<file path="src/rtl/calculate_unit_hs.sv">
// calculate_unit_hs: handshaked EX-stage integer unit. One-cycle RV32I ALU ops,
// iterative radix-2 RV32M multiply/divide, registered answer/error outputs.
//
// Ports:
//   clk, rst            clock, synchronous active-high reset
//   in_valid/in_ready   operation handshake (number1, number2, mode)
//   out_valid/out_ready result handshake (answer, error)
//   busy                iterative multiply/divide in progress
module calculate_unit_hs #(
    parameter int WIDTH = 32
) (
    input  logic             clk,
    input  logic             rst,
    input  logic             in_valid,
    output logic             in_ready,
    input  logic [WIDTH-1:0] number1,
    input  logic [WIDTH-1:0] number2,
    input  logic [7:0]       mode,
    output logic             out_valid,
    input  logic             out_ready,
    output logic [WIDTH-1:0] answer,
    output logic [3:0]       error,
    output logic             busy
);

    localparam int SW = $clog2(WIDTH);
    localparam int CW = SW + 1;

    typedef enum logic [1:0] {
        S_IDLE,
        S_BUSY,
        S_DONE
    } state_t;

    state_t           r_state;
    logic [CW-1:0]    r_cnt;
    logic [WIDTH-1:0] r_hi;
    logic [WIDTH-1:0] r_lo;
    logic [WIDTH-1:0] r_b;
    logic [WIDTH-1:0] r_n1;
    logic [2:0]       r_op;
    logic             r_neg;
    logic             r_rneg;
    logic             r_dz;
    logic             r_ovf;
    logic [WIDTH-1:0] r_answer;
    logic [3:0]       r_error;

    logic             w_accept;
    logic             w_slow;
    logic             w_fast_legal;
    logic [SW-1:0]    w_shamt;
    logic             w_slt;
    logic             w_sltu;
    logic [WIDTH-1:0] w_fast_ans;
    logic [2:0]       w_op;
    logic             w_sgn1;
    logic             w_sgn2;
    logic             w_neg1;
    logic             w_neg2;
    logic [WIDTH-1:0] w_abs1;
    logic [WIDTH-1:0] w_abs2;
    logic             w_dz;
    logic             w_ovf;

    logic [WIDTH:0]     w_madd;
    logic [WIDTH-1:0]   w_mhi;
    logic [WIDTH-1:0]   w_mlo;
    logic [WIDTH:0]     w_dsh;
    logic [WIDTH:0]     w_ddiff;
    logic               w_dq;
    logic [WIDTH-1:0]   w_dhi;
    logic [WIDTH-1:0]   w_dlo;
    logic [WIDTH-1:0]   w_nhi;
    logic [WIDTH-1:0]   w_nlo;
    logic [2*WIDTH-1:0] w_prod;
    logic [2*WIDTH-1:0] w_sprod;
    logic [WIDTH-1:0]   w_quo;
    logic [WIDTH-1:0]   w_rem;
    logic [WIDTH-1:0]   w_slow_ans;

    assign in_ready  = (r_state == S_IDLE) | ((r_state == S_DONE) & out_ready);
    assign out_valid = (r_state == S_DONE);
    assign busy      = (r_state == S_BUSY);
    assign answer    = r_answer;
    assign error     = r_error;
    assign w_accept  = in_valid & in_ready;

    // Decode
    assign w_slow       = (mode[7:3] == 5'b01000);
    assign w_fast_legal = (mode <= 8'h09);
    assign w_shamt      = number2[SW-1:0];
    assign w_slt        = $signed(number1) < $signed(number2);
    assign w_sltu       = number1 < number2;

    always_comb begin
        w_fast_ans = '0;
        case (mode)
            8'h00: w_fast_ans = number1 - number2;
            8'h01: w_fast_ans = number1 + number2;
            8'h02: w_fast_ans = number1 & number2;
            8'h03: w_fast_ans = number1 | number2;
            8'h04: w_fast_ans = number1 ^ number2;
            8'h05: w_fast_ans = number1 >> w_shamt;
            8'h06: w_fast_ans = number1 << w_shamt;
            8'h07: w_fast_ans = $signed(number1) >>> w_shamt;
            8'h08: w_fast_ans = {{(WIDTH-1){1'b0}}, w_slt};
            8'h09: w_fast_ans = {{(WIDTH-1){1'b0}}, w_sltu};
            default: w_fast_ans = '0;
        endcase
    end

    // Operand signedness: MUL/MULH/DIV/REM signed x signed, MULHSU signed x unsigned
    assign w_op   = mode[2:0];
    assign w_sgn1 = (w_op == 3'd0) | (w_op == 3'd1) | (w_op == 3'd2)
                  | (w_op == 3'd4) | (w_op == 3'd6);
    assign w_sgn2 = (w_op == 3'd0) | (w_op == 3'd1)
                  | (w_op == 3'd4) | (w_op == 3'd6);
    assign w_neg1 = w_sgn1 & number1[WIDTH-1];
    assign w_neg2 = w_sgn2 & number2[WIDTH-1];
    assign w_abs1 = w_neg1 ? -number1 : number1;
    assign w_abs2 = w_neg2 ? -number2 : number2;
    assign w_dz   = w_op[2] & (number2 == '0);
    assign w_ovf  = w_op[2] & ~w_op[0]
                  & (number1 == {1'b1, {(WIDTH-1){1'b0}}})
                  & (&number2);

    // Multiply step: {r_hi, r_lo} shifts right, r_b added into the top half
    assign w_madd = {1'b0, r_hi} + (r_lo[0] ? {1'b0, r_b} : '0);
    assign w_mhi  = w_madd[WIDTH:1];
    assign w_mlo  = {w_madd[0], r_lo[WIDTH-1:1]};

    // Restoring divide step: r_hi is the partial remainder, r_lo the dividend/quotient.
    // The borrow out of bit WIDTH tells whether the subtract is kept.
    assign w_dsh   = {r_hi, r_lo[WIDTH-1]};
    assign w_ddiff = w_dsh - {1'b0, r_b};
    assign w_dq    = ~w_ddiff[WIDTH];
    assign w_dhi   = w_dq ? w_ddiff[WIDTH-1:0] : w_dsh[WIDTH-1:0];
    assign w_dlo   = {r_lo[WIDTH-2:0], w_dq};

    assign w_nhi = r_op[2] ? w_dhi : w_mhi;
    assign w_nlo = r_op[2] ? w_dlo : w_mlo;

    // Sign fix-up works on the post-step values so the last step and the
    // result register share one edge, keeping latency at WIDTH+1.
    assign w_prod  = {w_nhi, w_nlo};
    assign w_sprod = r_neg ? -w_prod : w_prod;
    assign w_quo   = r_neg ? -w_nlo : w_nlo;
    assign w_rem   = r_rneg ? -w_nhi : w_nhi;

    always_comb begin
        w_slow_ans = '0;
        case (r_op)
            3'd0:    w_slow_ans = w_sprod[WIDTH-1:0];
            3'd1,
            3'd2,
            3'd3:    w_slow_ans = w_sprod[2*WIDTH-1:WIDTH];
            3'd4,
            3'd5:    w_slow_ans = r_dz ? '1 : w_quo;
            default: w_slow_ans = r_dz ? r_n1 : w_rem;
        endcase
    end

    always_ff @(posedge clk) begin
        if (rst) begin
            r_state  <= S_IDLE;
            r_cnt    <= '0;
            r_hi     <= '0;
            r_lo     <= '0;
            r_b      <= '0;
            r_n1     <= '0;
            r_op     <= '0;
            r_neg    <= 1'b0;
            r_rneg   <= 1'b0;
            r_dz     <= 1'b0;
            r_ovf    <= 1'b0;
            r_answer <= '0;
            r_error  <= '0;
        end else if (w_accept) begin
            if (w_slow) begin
                r_hi    <= '0;
                r_lo    <= w_abs1;
                r_b     <= w_abs2;
                r_n1    <= number1;
                r_op    <= w_op;
                r_neg   <= w_neg1 ^ w_neg2;
                r_rneg  <= w_neg1;
                r_dz    <= w_dz;
                r_ovf   <= w_ovf;
                r_cnt   <= CW'(WIDTH);
                r_state <= S_BUSY;
            end else begin
                r_answer <= w_fast_ans;
                r_error  <= {3'b000, ~w_fast_legal};
                r_state  <= S_DONE;
            end
        end else begin
            case (r_state)
                S_BUSY: begin
                    r_hi  <= w_nhi;
                    r_lo  <= w_nlo;
                    r_cnt <= r_cnt - CW'(1);
                    if (r_cnt == CW'(1)) begin
                        r_answer <= w_slow_ans;
                        r_error  <= {1'b0, r_ovf, r_dz, 1'b0};
                        r_state  <= S_DONE;
                    end
                end
                S_DONE: begin
                    if (out_ready) begin
                        r_state <= S_IDLE;
                    end
                end
                default: begin
                    r_state <= S_IDLE;
                end
            endcase
        end
    end

endmodule

</file>
<file path="config.mk">
export PLATFORM = sky130hd
export DESIGN_NAME = calculate_unit_hs
export DESIGN_NICKNAME = d
export VERILOG_FILES = /design/src/rtl/calculate_unit_hs.sv
export SDC_FILE = /design/constraint.sdc
export NUM_CORES = 1
export LEC_CHECK = 0
export CAP_MARGIN = 20
export CORE_ASPECT_RATIO = 1.5
export CORE_MARGIN = 2
export CORE_UTILIZATION = 45
export DETAILED_ROUTE_END_ITERATION = 7
export PLACE_DENSITY_LB_ADDON = 0.3
export SLEW_MARGIN = 40
export SYNTH_ARGS = -nofsm -noshare
export SYNTH_HDL_FRONTEND = slang
export SYNTH_SLANG_ARGS = --single-unit
</file>
<file path="constraint.sdc">
create_clock -name clk -period 11.5 [get_ports clk]
set_input_delay 2.3 -clock clk [delete_from_list [all_inputs] [get_ports clk]]
set_output_delay 2.3 -clock clk [all_outputs]
set_load 0.05 [all_outputs]
</file>
# After elaboration in Yosys (flattened, before gate mapping)
# Index checks and enable logic that the tools add are counted.
# word_totals
register_bits	179
wordCells	127
in_bits	76
output_inout_bits	39
# op_classes
n_shift	3
eq_ne	27
n_mux	35
n_bitwise	22
add_sub_neg	10
reduce_logical	14
magnitude_cmp	3
# ops
cell	count
2-to-1 mux 32 bit	20
case mux 32 bit (10 select lines)	1
negator 32 bit	4
case mux 32 bit (3 select lines)	1
less-than comparator 32 bit	2
2-to-1 mux 64 bit	1
negator 64 bit	1
adder 32 x 32 -> 33 bit	1
subtractor 33 x 32 -> 33 bit	1
adder 32 bit	1
AND 32 bit	1
== test 32 bit, second input constant	1
== test 8 x 3 -> 1 bit, second input constant	4
logical NOT 32 bit	1
OR 32 bit	1
AND reduction 32 bit	1
<< shifter 32 x 5 -> 32 bit	1
>> shifter 32 x 5 -> 32 bit	1
>>> shifter 32 x 5 -> 32 bit	1
subtractor 32 bit	1
XOR 32 bit	1
2-to-1 mux 6 bit	3
== test 8 x 2 -> 1 bit, second input constant	2
== test 8 x 4 -> 1 bit, second input constant	2
other kinds (28)	60

# Logic depth before layout (Yosys ltp)
# Gate-level depths: netlist (run 1).
# logic_depth
ltp_word	10
mapped_depth	25

# Least setup slack after synthesis (run 1)
# Ideal clock, no wire load.
# synth_path
kind	input-to-reg
startpoint	in number2[2]
endpoint	reg r_answer[30], in the netlist answer[30]
n_path_buf	3
stages	18
slack_ns	5.164
setup_time_ns	0.146
t_arrival_ns	6.191
required_time_ns	11.354
cell_sequence	clkinv_1 -> buf_1 -> buf_1 -> buf_1 -> ha_1 -> a21oi_1 -> o21bai_1 -> a31oi_1 -> a21oi_1 -> a41o_1 -> a41o_1 -> a2111oi_0 -> o21ai_0 -> a21oi_1 -> xnor2_1 -> a221oi_1 -> a21o_1 -> a41oi_1
# synth_via
elab_chain_len	4
# synth_rtl
item	line_no	source
start: declaration	17	input logic [WIDTH-1:0] number2,
adder 32 bit (tied with other cells)	100	8'h01: w_fast_ans = number1 + number2;
case mux 32 bit (10 select lines) *	98	case (mode)
2-to-1 mux 32 bit *	180	if (w_slow) begin
2-to-1 mux 32 bit *	179	end else if (w_accept) begin
end signal: assignment	193	r_answer <= w_fast_ans;
end signal: assignment	204	r_answer <= w_slow_ans;
end: declaration	46	logic [WIDTH-1:0] r_answer;
# Mark *: on every way between the ends. The rest lies on a longest branch, timed or not. The select of a mux whose other input is x is not followed.
# A chain may end at the register's enable or synchronous reset.

# Worst setup path in the final report (run 1)
# layout_path
startpoint	reg r_lo[31]
endpoint	reg r_answer[26], in the netlist answer[26]
# layout_via
elab_chain_len	10
# layout_rtl
item	line_no	source
start: declaration	38	logic [WIDTH-1:0] r_lo;
start signal: assignment	182	r_lo <= w_abs1;
start signal: assignment	201	r_lo <= w_nlo;
subtractor 33 x 32 -> 33 bit	136	assign w_ddiff = w_dsh - {1'b0, r_b};
2-to-1 mux 32 bit or inverter 1 bit (tied branches)	138, 137	
2-to-1 mux 32 bit, on equally long branches	141, 142	
negator 32 bit, on equally long branches	149, 148	
2-to-1 mux 32 bit, on equally long branches	149, 148	
2-to-1 mux 32 bit, on equally long branches	160, 159	
case mux 32 bit (3 select lines) *	153	case (r_op)
2-to-1 mux 32 bit *	203	if (r_cnt == CW'(1)) begin
2-to-1 mux 32 bit *	198	case (r_state)
2-to-1 mux 32 bit *	179	
# Marks and branches as above.

==> results.sh, run 1 <==
export IMPL_fill_cells=5632
export IMPL_grt_pass1_wl_um=184000
export IMPL_wl_per_cell_um=30.0
export IMPL_critPathCapture="answer[26]$_SDFFE_PP0P_"
export IMPL_drc=11
export IMPL_ant_nets=0
export IMPL_numCtsBuffers=17
export IMPL_setup_viol=0
export IMPL_synth_seq_cells=178
export IMPL_grt_pass1_vias=28100
export IMPL_crit_arrival_ns=7.29
export IMPL_period_share=0.605
export IMPL_post_route_util=0.499
export IMPL_place_area_um2=26100
export IMPL_cts_sinks=178
export IMPL_worstRegToRegCells=24
export IMPL_cp_required_ns=11.83
export IMPL_firstDrtPassIters=8
export IMPL_die_w_um=194
export IMPL_synth_area_leader_cell="dfxtp_1"
export IMPL_routed_via_density=6.86
export IMPL_cts_clk_slew_worst_paths_ns=0.08
export IMPL_p_total_mw=2.09
export IMPL_cp_startpoint="r_lo[31]$_SDFFE_PP0P_"
export IMPL_r2r_start="r_lo[31]$_SDFFE_PP0P_"
export IMPL_h_tree_depth=4
export IMPL_cts_setup_buffers=0
export IMPL_ff2ff_setup_slack_ns=4.54
export IMPL_antenna_found_initial=4
export IMPL_async_reset_ff_frac=0
export IMPL_clk_path_buf_depth=2
export IMPL_finalMaxSlewViolations=0
export IMPL_synth_edf_count=0
export IMPL_areaGrowthSynthToFinish_pct=9.50
export IMPL_drt_total_wl_um=127000
export IMPL_start_util=0.456
export IMPL_grt_setup_unrepaired="false"
export IMPL_timing_critical_path_buf_inv=3
export IMPL_p_per_area_nw_per_um2=78.0
export IMPL_drive_gt1_frac=0.0624
export IMPL_antenna_cells=0
export IMPL_worstMarginPinSlew_ns=1.05
export IMPL_syn_num_nets=3830
export IMPL_violations="design-rule violations"
export IMPL_p_leak_nw=10.5
export IMPL_synth_cells=3582
export IMPL_die_y_um=289
export IMPL_layout_nets=3790
export IMPL_yosysSeqAreaShare=0.146
export IMPL_drv_cap=0
export IMPL_gp_congestion=1.07
export IMPL_end_kind="register"
export IMPL_synth_area_um2=24400
export IMPL_grt_overflow=0
export IMPL_ctsHoldBuffers=0
export IMPL_seq_area_um2=3570
export IMPL_multi_input_area_um2=19400
export IMPL_max_clock_freq_mhz=144
export IMPL_path_cells="inv_1 -> ha_1 -> inv_1 -> fa_1 -> a211oi_2 -> o211a_1 -> o21a_1 -> a21oi_2 -> or3_1 -> a31oi_2 -> buf_4 -> ha_1 -> o221a_2 -> nand4b_1 -> or2_1 -> or4_1 -> or2_0 -> a31oi_1 -> nand3_1 -> nor2_1 -> a2bb2oi_1 -> a31oi_1 -> nor4_1 -> nor3_1"
export IMPL_critPathTopFamily="simple AND/OR/NAND/NOR gates"
export IMPL_fp_row_count=104
export IMPL_dieArea_um2=56200
export IMPL_slowest_delay_ns=0.71
export IMPL_crit_fanout=11
export IMPL_grt_max_degree=70
export IMPL_finalInstanceArea_um2=26700
export IMPL_coreArea_um2=53600
export IMPL_fin_tns_setup_ns=0
export IMPL_io_pins=115
export IMPL_first_iter_violations=2987
export IMPL_via_count=29100
export IMPL_place_port_buffers=113
export IMPL_cts_tree="yes"
export IMPL_vdd_ir_drop_max_v=0.000104
export IMPL_outcome="finished with violations"
export IMPL_cp_slowest_cell="or4_1"
export IMPL_track_usage=0.439
export IMPL_syn_area_per_cell_um2=6.82
export IMPL_yosys_top_cells_area="dfxtp_1 (15%), ha_1 (8.6%), a21oi_1 (7.9%), o21ai_0 (6.3%), nor2_1 (6.2%)"
export IMPL_hold_class="register to register"
export IMPL_ys_flop_type="dfxtp_1"
export IMPL_clk_latency_ns=0.47
export IMPL_finalHoldViolCount=0
export IMPL_dp_hpwl_um=99900
export IMPL_root_buffer="clkbuf_16"
export IMPL_relSlewSlack=0.281
export IMPL_finalNonFillerCells=4244
export IMPL_period_needed_ns=6.96
export IMPL_post_cts_resize_count=0
export IMPL_dp_cells=4212
export IMPL_worstSetupStartpointType="register"
export IMPL_reg2reg_to="answer[26]$_SDFFE_PP0P_"
export IMPL_min_path_cells=2
export IMPL_finalClockSkew_ns=0.0124
export IMPL_synth_top_area_share=0.146
export IMPL_ys_warnings_count=0
export IMPL_crit_cells=24
export IMPL_worstSetupPathType="register to register"
export IMPL_synth_cell_type_count=102
[Yosys cell counts, types with 26 or more instances]
cell type,n
mux2i_1,135
o211ai_1,48
and2_1,46
clkbuf_1,174
dfxtp_1,178
o31ai_1,32
o21ai_0,308
a21oi_1,384
or3_1,31
a22oi_1,38
xnor2_1,141
a221oi_1,32
a31oi_1,46
nand2b_1,32
buf_1,44
ha_1,168
a211oi_1,70
nor3_1,84
nand4_1,52
inv_1,153
nor4_1,27
nor2_1,403
nand2_1,373
xor2_1,48
nand3_1,65
o21bai_1,26
a21o_1,41
[kinds of logic after synthesis]
kind of cell / Yosys count / share of synthesized area
adder cells (fa/ha/maj): 172 / 0.0893
other: 1 / 0.000154
XOR/XNOR: 189 / 0.0678
buffers and inverters: 403 / 0.0641
multiplexers: 158 / 0.0719
AO/OA/AOI/OAI: 1263 / 0.332
flip-flops: 178 / 0.146
AND/OR/NAND/NOR: 1218 / 0.229
[final cells by class]
cell class,instances,area share
clock buffers,18,0.0168
clock inverters,14,0.00608
inverters,157,0.0220
multi-input cells,3001,0.726
flip-flops and latches,178,0.133
well taps,689,0.0322
repair buffers,187,0.0631
[registers in the layout, summed over array words and instances (netlist names)]
signal,cells
answer,32
error,3
r_b,32
r_cnt,6
r_dz,1
r_hi,32
r_lo,32
r_n1,32
r_neg,1
r_op,3
r_ovf,1
r_rneg,1
r_state,2
[power by group]
| group | total, mW | internal, mW | leakage [nW] | switching [mW] |
|---|---|---|---|---|
| Combinational | 0.816 | 0.254 | 8.76 | 0.562 |
| Clock | 0.635 | 0.340 | 0.305 | 0.294 |
| Sequential | 0.636 | 0.625 | 1.44 | 0.0116 |
| Total | 2.09 | 1.22 | 10.5 | 0.868 |
[worst reg2reg max path: stages (launching register included)]
cell	delay [ns]
dfxtp_1	0.42
inv_1	0.10
ha_1	0.16
inv_1	0.06
fa_1	0.45
a211oi_2	0.27
o211a_1	0.22
o21a_1	0.25
a21oi_2	0.12
or3_1	0.36
a31oi_2	0.22
buf_4	0.21
ha_1	0.24
o221a_2	0.23
nand4b_1	0.30
or2_1	0.38
or4_1	0.71
or2_0	0.34
a31oi_1	0.23
nand3_1	0.21
nor2_1	0.20
a2bb2oi_1	0.61
a31oi_1	0.17
nor4_1	0.30
nor3_1	0.08
[layer usage]
layer | wire [um] | global-route usage | up-vias
li1 | - | - | 13100
met1 | 43300 | 0.460 | 13600
met2 | 58400 | 0.734 | 1784
met3 | 9930 | 0.0744 | 639
met4 | 15600 | 0.448 | 6
met5 | 79 | 0 | -
[worst min path at each step]
stage / to / slack, ns / start
floorplan: r_n1[20]$_SDFFE_PP0P_ / 0.43 / r_n1[20]$_SDFFE_PP0P_
global placement: r_n1[20]$_SDFFE_PP0P_ / 0.44 / r_n1[20]$_SDFFE_PP0P_
detailed placement: r_n1[20]$_SDFFE_PP0P_ / 0.44 / r_n1[20]$_SDFFE_PP0P_
CTS: r_n1[20]$_SDFFE_PP0P_ / 0.45 / r_n1[20]$_SDFFE_PP0P_
global route: r_n1[30]$_SDFFE_PP0P_ / 0.48 / r_n1[30]$_SDFFE_PP0P_
finish: r_n1[20]$_SDFFE_PP0P_ / 0.45 / r_n1[20]$_SDFFE_PP0P_
[stage by stage]
step | setup slack, ns | hold WS (ns)
2_1_floorplan | 5.16 | 0.431
3_3_place_gp | 4.59 | 0.439
3_5_place_dp | 4.56 | 0.442
4_1_cts | 4.79 | 0.453
5_1_grt | 4.26 | 0.478
6_report | 4.54 | 0.453
[cells in the final DEF (no fill, tap or decap), drive strengths merged, types with 38 or more instances in the layout]
| cell | n |
|---|---|
| nand2 | 375 |
| mux2i | 135 |
| and2 | 46 |
| o21ai | 315 |
| clkdlybuf4s50 | 107 |
| a22oi | 38 |
| dfxtp | 178 |
| xor2 | 48 |
| a31oi | 47 |
| o211ai | 48 |
| inv | 162 |
| nand3 | 65 |
| a21o | 42 |
| nand4 | 52 |
| a211oi | 74 |
| ha | 168 |
| nor3 | 86 |
| buf | 80 |
| xnor2 | 141 |
| nor2 | 404 |
| a21oi | 388 |
(Power assumes the default switching activity.)
==> inputs of run 2 (changes only) <==
==> constraint.sdc (replaced) <==
create_clock -name clk -period 6.5 [get_ports clk]
set_input_delay 1.3 -clock clk [delete_from_list [all_inputs] [get_ports clk]]
set_output_delay 1.3 -clock clk [all_outputs]
set_load 0.05 [all_outputs]
==> results.sh, run 2 (synthesized netlist as in run 1, its figures left out) <==
export IMPL_clk_path_buf_depth=2
export IMPL_worstSetupPathType="register to register"
export IMPL_wl_per_cell_um=31.1
export IMPL_max_clock_freq_mhz=161
export IMPL_drive_gt1_frac=0.0786
export IMPL_firstDrtPassIters=6
export IMPL_finalMaxSlewViolations=0
export IMPL_timing_hold_ws_ns=0.458
export IMPL_root_buffer="clkbuf_16"
export IMPL_cts_clk_slew_worst_paths_ns=0.08
export IMPL_die_w_um=194
export IMPL_place_port_buffers=113
export IMPL_drc=0
export IMPL_grt_setup_unrepaired="false"
export IMPL_cp_slowest_cell="fa_1"
export IMPL_end_kind="register"
export IMPL_ctsHoldBuffers=0
export IMPL_fin_tns_setup_ns=0
export IMPL_min_path_cells=2
export IMPL_cts_sinks=178
export IMPL_dp_hpwl_um=105000
export IMPL_h_tree_depth=4
export IMPL_reg2reg_to="answer[18]$_SDFFE_PP0P_"
export IMPL_setup_viol=0
export IMPL_ant_nets=0
export IMPL_p_leak_nw=10.8
export IMPL_finalHoldViolCount=0
export IMPL_final_cell_mix="nor2_1 (396), a21oi_1 (383), nand2_1 (373), o21ai_0 (303), dfxtp_1 (177)"
export IMPL_die_y_um=289
export IMPL_crit_fanout=11
export IMPL_relSlewSlack=0.326
export IMPL_outcome="complete, no violations"
export IMPL_start_util=0.456
export IMPL_grt_pass1_wl_um=191000
export IMPL_vdd_ir_drop_max_v=0.000173
export IMPL_fp_row_count=104
export IMPL_via_count=29600
export IMPL_worstSetupStartpointType="register"
export IMPL_drt_total_wl_um=134000
export IMPL_grt_overflow=0
export IMPL_r2r_start="r_lo[31]$_SDFFE_PP0P_"
export IMPL_hold_class="register to register"
export IMPL_slowest_delay_ns=0.46
export IMPL_antenna_found_initial=8
export IMPL_coreArea_um2=53600
export IMPL_routed_via_density=6.85
export IMPL_track_usage=0.460
export IMPL_worstMarginPinSlew_ns=1.01
export IMPL_cp_required_ns=6.82
export IMPL_io_pins=115
export IMPL_worstRegToRegCells=25
export IMPL_period_share=0.958
export IMPL_ff2ff_setup_slack_ns=0.27
export IMPL_numCtsBuffers=17
export IMPL_gp_congestion=1.09
export IMPL_crit_arrival_ns=6.54
export IMPL_period_needed_ns=6.23
export IMPL_holdPathEnd="error[0]$_SDFFE_PP0P_"
export IMPL_grt_pass1_vias=28500
export IMPL_fill_cells=5665
export IMPL_clk_latency_ns=0.48
export IMPL_dieArea_um2=56200
export IMPL_drv_cap=0
export IMPL_p_per_area_nw_per_um2=137
export IMPL_cts_tree="yes"
export IMPL_grt_max_degree=111
export IMPL_multi_input_area_um2=19400
export IMPL_min_from="error[0]$_SDFFE_PP0P_"
export IMPL_final_common_cell="nor2_1"
export IMPL_seq_area_um2=3570
export IMPL_areaGrowthSynthToFinish_pct=11.6
export IMPL_first_iter_violations=2753
export IMPL_layout_nets=3863
export IMPL_finalClockSkew_ns=0.0128
run 2: changes by cell type in the layout (fill, tap and decap cells not counted), moves of 3 or more:
cell / before / now
a311oi_2: 3 / 0
clkbuf_8: 0 / 3
buf_4: 75 / 145
buf_12: 0 / 3
inv_6: 6 / 3
o21ai_0: 298 / 303
a311oi_1: 13 / 16
o21ai_1: 14 / 9
run 2: cell type report:
| cell class | instances | area share |
|---|---|---|
| diodes | 2 | 0.000184 |
| clock buffers | 21 | 0.0169 |
| clock inverters | 11 | 0.00473 |
| inverters | 157 | 0.0216 |
| multi-input cells | 3001 | 0.711 |
| flip-flops and latches | 178 | 0.131 |
| well taps | 689 | 0.0316 |
| repair buffers | 260 | 0.0829 |
run 2: worst max-delay path by stage:
stage	startpoint	endpoint	depth (start not counted)
2_1_floorplan	r_lo[31]$_SDFFE_PP0P_	answer[18]$_SDFFE_PP0P_	25
3_3_place_gp	r_lo[31]$_SDFFE_PP0P_	answer[18]$_SDFFE_PP0P_	24
3_5_place_dp	r_lo[31]$_SDFFE_PP0P_	answer[18]$_SDFFE_PP0P_	24
4_1_cts	r_lo[31]$_SDFFE_PP0P_	answer[18]$_SDFFE_PP0P_	24
5_1_grt	r_lo[31]$_SDFFE_PP0P_	answer[26]$_SDFFE_PP0P_	25
6_report	r_lo[31]$_SDFFE_PP0P_	answer[18]$_SDFFE_PP0P_	25
run 2: worst max-delay path: cells and delay by family (launching register included):
kind	cells	cell delay, ns
buffers and inverters	4	0.54
DFF	1	0.35
adders and majority gates	3	0.89
muxes	1	0.24
AOI/OAI and AO/OA	9	1.90
and+or+nand+nor	8	2.13
run 2: metal layers:
metal,vias to the layer above,global-route usage,share of wire
met5,-,0.00253,0.00056
met4,8,0.489,0.12
met3,671,0.0845,0.079
met2,1775,0.777,0.47
met1,14000,0.464,0.33
li1,13200,-,-
run 2: through the flow:
| stage | setup slack, ns | instances | total power, mW | util | area (um^2) |
|---|---|---|---|---|---|
| 2_1_floorplan | 1.12 | 3582 | 1.99 | - | 24400 |
| 3_3_place_gp | 0.528 | 4283 | 2.59 | 0.496 | 26600 |
| 3_5_place_dp | 0.415 | 4283 | 2.59 | 0.496 | 26600 |
| 4_1_cts | 0.387 | 4315 | 3.66 | 0.507 | 27200 |
| 5_1_grt | 0.0402 | 4318 | 3.83 | 0.508 | 27300 |
| 6_report | 0.272 | 4319 | 3.74 | 0.509 | 27300 |
run 2: report_power, final:
| part | internal, mW | switching (mW) | total, mW | leakage (nW) |
|---|---|---|---|---|
| Sequential | 1.10 | 0.0195 | 1.12 | 1.44 |
| Clock | 0.590 | 0.510 | 1.10 | 0.284 |
| Combinational | 0.483 | 1.04 | 1.52 | 9.11 |
run 2: timing repair:
item	CTS	global route
endpoints found under the setup margin	0	3
resized for setup	0	0
setup buffers	0	1
